**src/rtl/tf530_pkg.sv**
```systemverilog
// Shared definitions for the TF530 SRAM burst controller:
// state encoding, burst geometry and active-low signal levels.
package tf530_pkg;

   typedef enum logic [1:0] {
      IDLE = 2'd0,
      WAIT = 2'd1,
      TERM = 2'd2,
      DONE = 2'd3
   } state_t;

   // 68030 cache line fill is four longwords
   localparam int BURST_LEN = 4;

   // wait-state counter width, enough for WS = 0..3
   localparam int WS_W = 2;

   // bus strobes on the 68030 side are active low
   localparam logic ASSERTED = 1'b0;
   localparam logic NEGATED  = 1'b1;

   // longword pointer advance inside a 16-byte line, 3 -> 0 wraps
   function automatic logic [1:0] wrap_inc(input logic [1:0] p);
      return p + 2'd1;
   endfunction

endpackage

```
**src/rtl/tf530_beat_timer.sv**
```systemverilog
// Wait-state down-counter for one SRAM beat. Loaded with WS-1 when a beat
// enters its wait phase; expire is high once the last wait clock is reached.
module tf530_beat_timer
   import tf530_pkg::*;
#(
   parameter int WS = 0
) (
   input  logic CLKCPU,
   input  logic RESET,
   input  logic load,
   input  logic dec,
   output logic expire
);

   // WS = 0 never enters the wait phase, so the load value is irrelevant there
   localparam logic [WS_W-1:0] LOAD_VAL = WS_W'((WS > 0) ? (WS - 1) : 0);

   logic [WS_W-1:0] cnt;

   // count down the remaining wait clocks of the current beat
   always_ff @(posedge CLKCPU or posedge RESET) begin
      if (RESET) begin
         cnt <= '0;
      end else if (load) begin
         cnt <= LOAD_VAL;
      end else if (dec && (cnt != '0)) begin
         cnt <= cnt - 1'b1;
      end
   end

   assign expire = (cnt == '0);

endmodule

```
**src/rtl/tf530_burst_ctrl.sv**
```systemverilog
// 68030 on-board SRAM cycle sequencer. Runs single-beat and 4-longword
// burst-fill cycles with synchronous termination (STERM), burst acknowledge
// (CBACK), wrapping longword address (BA) and SRAM output enable (RAMOE).
module tf530_burst_ctrl
   import tf530_pkg::*;
#(
   parameter int WS       = 0,
   parameter int BURST_EN = 1
) (
   input  logic       CLKCPU,
   input  logic       RESET,
   input  logic       AS20,
   input  logic       RW20,
   input  logic       RAM_SEL,
   input  logic       CBREQ,
   input  logic [1:0] A32,
   output logic       STERM,
   output logic       CBACK,
   output logic [1:0] BA,
   output logic       RAMOE,
   output logic       BUSY
);

   // with no wait states every beat is a single TERM clock
   localparam state_t BEAT_ENTRY  = (WS == 0) ? TERM : WAIT;
   localparam logic   STERM_ENTRY = (WS == 0) ? ASSERTED : NEGATED;
   localparam logic [1:0] LAST_BEAT = 2'(BURST_LEN - 1);
   localparam logic [1:0] PRE_LAST  = 2'(BURST_LEN - 2);

   state_t     state;
   logic       burst;
   logic [1:0] beat;
   logic [1:0] ptr;

   logic start;
   logic burst_req;
   logic more_beats;
   logic as_held;
   logic tmr_load;
   logic tmr_dec;
   logic tmr_expire;

   assign start      = (AS20 == ASSERTED) && (RAM_SEL == ASSERTED);
   // writes never burst; CBACK is only offered on reads
   assign burst_req  = (BURST_EN != 0) && (CBREQ == ASSERTED) && RW20;
   assign as_held    = (AS20 == ASSERTED);
   // CBREQ negated at the end of a TERM ends the burst after this beat
   assign more_beats = burst && (beat != LAST_BEAT) && (CBREQ == ASSERTED);

   assign tmr_load = ((state == IDLE) && start) ||
                     ((state == TERM) && as_held && more_beats);
   assign tmr_dec  = (state == WAIT);

   tf530_beat_timer #(
      .WS (WS)
   ) u_timer (
      .CLKCPU (CLKCPU),
      .RESET  (RESET),
      .load   (tmr_load),
      .dec    (tmr_dec),
      .expire (tmr_expire)
   );

   // cycle sequencer with registered bus outputs
   always_ff @(posedge CLKCPU or posedge RESET) begin
      if (RESET) begin
         state <= IDLE;
         STERM <= NEGATED;
         CBACK <= NEGATED;
         RAMOE <= NEGATED;
         burst <= 1'b0;
         beat  <= 2'd0;
         ptr   <= 2'd0;
      end else begin
         case (state)
            IDLE: begin
               if (start) begin
                  ptr   <= A32;
                  beat  <= 2'd0;
                  burst <= burst_req;
                  state <= BEAT_ENTRY;
                  STERM <= STERM_ENTRY;
                  CBACK <= burst_req ? ASSERTED : NEGATED;
                  RAMOE <= ASSERTED;
               end
            end
            WAIT: begin
               if (!as_held) begin
                  // CPU withdrew the cycle before termination
                  state <= IDLE;
                  STERM <= NEGATED;
                  CBACK <= NEGATED;
                  RAMOE <= NEGATED;
               end else if (tmr_expire) begin
                  state <= TERM;
                  STERM <= ASSERTED;
               end
            end
            TERM: begin
               STERM <= NEGATED;
               if (!as_held) begin
                  state <= IDLE;
                  CBACK <= NEGATED;
                  RAMOE <= NEGATED;
               end else if (more_beats) begin
                  state <= BEAT_ENTRY;
                  beat  <= beat + 2'd1;
                  ptr   <= wrap_inc(ptr);
                  STERM <= STERM_ENTRY;
                  // CBACK drops for the final beat of the line
                  CBACK <= (beat == PRE_LAST) ? NEGATED : ASSERTED;
               end else begin
                  state <= DONE;
                  CBACK <= NEGATED;
                  RAMOE <= NEGATED;
               end
            end
            DONE: begin
               // hold until the strobe is released so one AS20 gives one cycle
               if (!as_held) begin
                  state <= IDLE;
               end
            end
            default: begin
               state <= IDLE;
            end
         endcase
      end
   end

   assign BA   = (state == IDLE) ? A32 : ptr;
   assign BUSY = (state != IDLE);

endmodule
```
**config.mk**
```make
export PLATFORM = sky130hd
export DESIGN_NAME = tf530_burst_ctrl
export DESIGN_NICKNAME = d
export VERILOG_FILES = /design/src/rtl/tf530_pkg.sv /design/src/rtl/tf530_beat_timer.sv /design/src/rtl/tf530_burst_ctrl.sv
export SDC_FILE = /design/constraint.sdc
export NUM_CORES = 1
export LEC_CHECK = 0
export BUFFER_PORTS_ARGS = -buffer_cell sky130_fd_sc_hd__buf_4
export CAP_MARGIN = 25
export CORE_MARGIN = 2
export CORE_UTILIZATION = 53
export CTS_CLUSTER_SIZE = 16
export DETAILED_ROUTE_END_ITERATION = 8
export PLACE_DENSITY = 0.79
export SETUP_SLACK_MARGIN = 0.2
export SLEW_MARGIN = 30
export SYNTH_ARGS = -nofsm -noshare
export SYNTH_HDL_FRONTEND = slang
export SYNTH_SLANG_ARGS = --single-unit
```
**constraint.sdc**
```tcl
create_clock -name CLKCPU -period 1.86 [get_ports CLKCPU]
set_input_delay 0.186 -clock CLKCPU [delete_from_list [all_inputs] [get_ports CLKCPU]]
set_output_delay 0.186 -clock CLKCPU [all_outputs]
set_load 0.05 [all_outputs]
```
* Yosys cells after proc, flatten, opt, wreduce, memory -nomap -nowiden *
Index checks and enable logic that the tools add are counted.

operators by class
  $add $sub $neg = 3
  reduce and logical (&&, ||, !) cells = 22
  multiplexer cells = 34
  bitwise operators = 3
  equality and inequality tests = 12

operators by type and width
  cell                                                  number
  two-way mux 2 bit                                     14
  two-way mux 1 bit                                     14
  inequality test 2 bit (second input constant)         6
  one-hot mux 1 bit (3 select lines)                    3
  AND reduction 3 bit                                   3
  logical AND 1 bit                                     8
  one-hot mux 2 bit (2 select lines)                    2
  one-hot mux 2 bit (4 select lines)                    1
  AND reduction 4 bit                                   2
  nonzero test 2 bit                                    4
  equality test 2 bit (second input constant)           3
  inequality test 3 bit (second input constant)         2
  adder 2 x 1 -> 2 bit (second input constant)          2
  zero test 2 bit                                       2
  inverter 1 bit                                        3
  nonzero test 3 bit                                    1
  equality test 2 x 1 -> 1 bit (second input constant)  1
  AND reduction 2 bit                                   1
  subtractor 2 x 1 -> 2 bit (second input constant)     1
  logical OR 1 bit                                      1

word-level totals
  input bits = 8
  register bits = 12
  output and inout bits = 6
  logic and storage cells = 82

* Depth between registers and ports, before layout *
  depth after elaboration = 6
  mapped depth = 7

* Cells and area by module *
Synthesis repeated with hierarchy kept, for this count alone.

second synthesis, totals
  cells, all modules = 89
  area total of the unflattened synthesis = 870.8 um^2

modules (own cells, without submodules)
  module            sequential area each (um^2)  cells an instance  area each (um^2)  instances
  tf530_burst_ctrl  254.0                        77                 749.5             1
  tf530_beat_timer  50.0                         12                 121.4             1

* Worst setup path before layout *
Ideal clock, no wire load.

  kind = register -> output
  start point = reg state[0]
  end point = out BA[0]
  stages on the path, launching flop included = 5
  arrival = 1907 ps
  path slack = -233 ps
  path buffers = 1
  data required time = 1674 ps
  cells stage by stage = dfrtp_1 -> inv_1 -> ha_1 -> clkbuf_1 -> o21ai_0

between the ends
  cells in the longest elaborated chain, start to end = 2

ends and longest elaborated chain
  element                 RTL line                 source
  from (decl)             tf530_burst_ctrl.sv:30   state_t state;
  from (signal assigned)  tf530_burst_ctrl.sv:67   state <= IDLE;
  from (signal assigned)  tf530_burst_ctrl.sv:81   state <= BEAT_ENTRY;
  from (signal assigned)  tf530_burst_ctrl.sv:90   state <= IDLE;
  zero test 2 bit         tf530_burst_ctrl.sv:131  assign BA = (state == IDLE) ? A32 : ptr;
  two-way mux 2 bit       tf530_burst_ctrl.sv:131
  to (decl)               tf530_burst_ctrl.sv:19   output logic [1:0] BA,

No other way between the ends.

* Final worst setup path *
  start point = reg state[0]
  end point = reg RAMOE

between the ends
  cells in the longest elaborated chain, start to end = 3
  elaborated cells between the ends (all ways) = 9
  those cells by class = eq/ne: 5; mux: 1; reduce/logical: 3

ends and longest elaborated chain
  element                                                  RTL line                source
  equality test 2 bit (tied with other cells)              tf530_burst_ctrl.sv:75  case (state)
  inequality test 3 bit (no line) (tied with other cells)  -
  AND reduction 4 bit (no line)                            -
  to (signal assigned)                                     tf530_burst_ctrl.sv:70  RAMOE <= NEGATED;
  to (signal assigned)                                     tf530_burst_ctrl.sv:84  RAMOE <= ASSERTED;
  to (signal assigned)                                     tf530_burst_ctrl.sv:93  RAMOE <= NEGATED;
  to (decl)                                                tf530_burst_ctrl.sv:20  output logic RAMOE,

Parallel ways exist; a longest one is shown, timed or not.
A chain may end at the register's enable or synchronous reset.

==> results.yml <==
setup_path:
  start_kind: "register"
  crit-reg2reg-launch: "state[0]"
  critPathKind: "reg2reg"
  r2r-end: "RAMOE"
  cp-end-kind: "register"
  critPathMaxFanout: 4
  r2r_slack_ns: 0.15
  cp.required_ns: 2.08
  crit_arrival_ns: 1.92
  reg2reg_depth: 7
detailed_routing:
  drc_errors: 0
  drtAntennaViolNets: 0
  wl_met1_um: 987
  drt-initial-drc-count: 18
  top_layer: "met4"
  viasPerCell: 5.76
  wl_met2_um: 1180
  first_pass_iters: 3
  vias: 749
  drt_wl_total_um: 2270
  routedWlPerCell_um: 17.4
  met3_length_um: 54
placed_design:
  io_buffers: 13
  place_congestion: 0.801
  post-dp-hpwl_um: 1200
layout:
  layout_commonest_cell: "buf_4"
  drive_gt1_share_pct: 50.9
  final_core_util_pct: 80.0
  layout_common_cells: "23 x buf_4, 9 x dfrtp_1, 8 x nor2_1"
  num_antenna_cells: 0
  areaGrowthSynthToFinish_pct: 44.5
  final_nets: 131
  n_fill_cell: 80
hold_path:
  hp-class: "in2reg"
  hp-start: "RW20"
  hold_end: "burst"
  holdPathStages: 3
global_route:
  antenna_found_initial: 0
  grt_pass1_wl_um: 2940
  grt_start_max_net_pins: 13
  grt_use_total_pct: 21.5
  grt_pass1_vias: 644
  grt_overflow: 0
floorplan:
  die_h_um: 43.4
  dieArea_um2: 1890
  die_w_um: 43.4
  std_cell_rows: 14
  core_area_um2: 1490
  start_util_pct: 55.4
  pin_count: 14
timing:
  slew_viol_final: 0
  period_share_pct: 91.8
  min_period_ns: 1.71
  slew_headroom_pct: 67.4
  setup_viol_count_final: 0
  skew_ns: 0.00656
  final_hold_viol_count: 0
  max_freq_ghz: 0.586
  rsz0062_at_grt: "yes"
  finalSetupTns_ns: 0
  max_slew.worst_pin.slew_ns: 0.487
pwr:
  clkPwrFrac_pct: 7.4
  p_int_mw: 1.30
  pwr-share-seq_pct: 20.4
  powerDensity_nw_per_um2: 2090
  p_leak_nw: 0.535
  power.switching_mw: 1.19
  pwr-share-comb_pct: 72.2
  netSwitchingFraction_pct: 47.8
  vdd_drop_max_uv: 1450
clocking:
  clock-sinks: 12
  clk_pin_slew_ns: 0.09
  cts_buffer_depth: 2
  cts_buffers: 3
  cts_tree: "yes"
  clockRootBuffer: "clkbuf_4"
  clk_latency_ns: 0.29
  htreeDepth: 1
synthesis:
  synthesis.nets: 103
  synth_edf_count: 0
  synth_area_um2: 825
  synth_area_leader_cell: "dfrtp_1"
  netlist_top_cells_area: "dfrtp_1 27%, ha_1 12%, dfstp_2 9.6%"
  synth_top_area_share_pct: 27.3
  ys_ff_latch: 12
  synth_ff_type: "dfrtp_1"
  syn-instance-count: 87
  synth_warnings: 0
  async_flop_share_pct: 100
  synth.avg_cell_area_um2: 9.48
  synth.distinct_cells: 29
  ys_seq_area_share_pct: 36.9
flow_run:
  maxCapViolations: 0
run_status:
  status: "completed"
-- worst max path at each step --
| stage | startpoint | endpoint | slack [ns] | cells past startpoint |
|---|---|---|---|---|
| 5_1_grt | state[0] | RAMOE | 0.08 | 7 |
| 3_3_place_gp | state[1] | state[1] | 0.14 | 6 |
| 6_report | state[0] | RAMOE | 0.15 | 7 |
| 2_1_floorplan | state[1] | state[1] | 0.22 | 6 |
| 4_1_cts | state[0] | RAMOE | 0.18 | 7 |
| 3_5_place_dp | state[1] | state[1] | 0.03 | 6 |
-- final cells by class --
| type | count | area, um^2 | share of cell area (%) |
|---|---|---|---|
| Sequential cell | 12 | 304 | 25.5 |
| Timing Repair Buffer | 26 | 209 | 17.5 |
| Multi-Input combinational cell | 62 | 594 | 49.9 |
| Clock buffer | 4 | 26.3 | 2.21 |
| Tap cell | 16 | 20.0 | 1.68 |
| Inverter | 10 | 37.5 | 3.15 |
-- logic make-up (layout without fill, tap and decap cells) --
kind of cell	count (synthesis)	in the layout	share of synthesized area [%]
compound gates	20	20	16.4
simple gates	27	27	18.8
buf+inv	13	40	6.83
fa+ha+maj	8	8	12.1
mux	6	6	7.89
flops	12	12	36.9
xor+xnor	1	1	1.06
-- worst max-delay path, cell delays in order, from the launching register on --
cell and delay (ns):
dfrtp_1 0.41, inv_2 0.09, buf_4 0.13, ha_4 0.15, nand2b_4 0.07, nor4_4 0.30, nand2b_4 0.18, mux2_2 0.32
-- power groups by stage --
stage	combinational [mW]	clock (mW)	sequential, mW
floorplan	0.854	0	0.594
global placement	1.23	0	0.493
detailed placement	1.25	0	0.505
CTS	1.50	0.181	0.484
global route	1.92	0.192	0.516
finish	1.79	0.183	0.507
-- state kept, by name, indices dropped and copies added, names as in the netlist --
signal,count
u_timer.cnt,2
RAMOE,1
CBACK,1
ptr,2
state,2
beat,2
STERM,1
burst,1
-- routing by layer --
layer | up-vias | track usage (%)
li1 | 358 | -
met1 | 376 | 27.6
met2 | 10 | 35.8
met3 | 5 | 2.50
met4 | 0 | 10.9
met5 | - | 0
-- synth_stat cells, types with 2 or more instances --
library cell / instances
dfstp_2: 3
o21ai_0: 6
and2b_1: 3
mux2i_1: 2
nor2_1: 8
nand2_1: 6
o31ai_1: 3
clkbuf_1: 2
dfrtp_1: 9
nor2b_1: 2
mux2_2: 4
nand2b_1: 3
nor3_1: 2
ha_1: 8
inv_1: 10
a21oi_1: 3
-- through the flow --
step | hold slack [ns] | total power [mW] | instance area (um^2) | setup WS [ns] | instances
after floorplan | 0.0486 | 1.45 | 830 | 0.219 | 87
after detailed placement | 0.241 | 1.76 | 950 | 0.0257 | 116
after global routing | 0.233 | 2.63 | 1190 | 0.0752 | 130
after CTS | 0.211 | 2.16 | 1070 | 0.180 | 125
after global placement | 0.222 | 1.73 | 950 | 0.143 | 116
final | 0.202 | 2.48 | 1190 | 0.153 | 130
-- timing repair --
item                                   in CTS  in global routing
setup buffers                               4                  5
endpoints found under the hold margin       9                  0
gates resized for setup                    15                 15
hold buffers                                1                  0
pin swaps                                   0                  3
setup endpoints to repair                   7                 10
(Power assumes the default switching activity.)
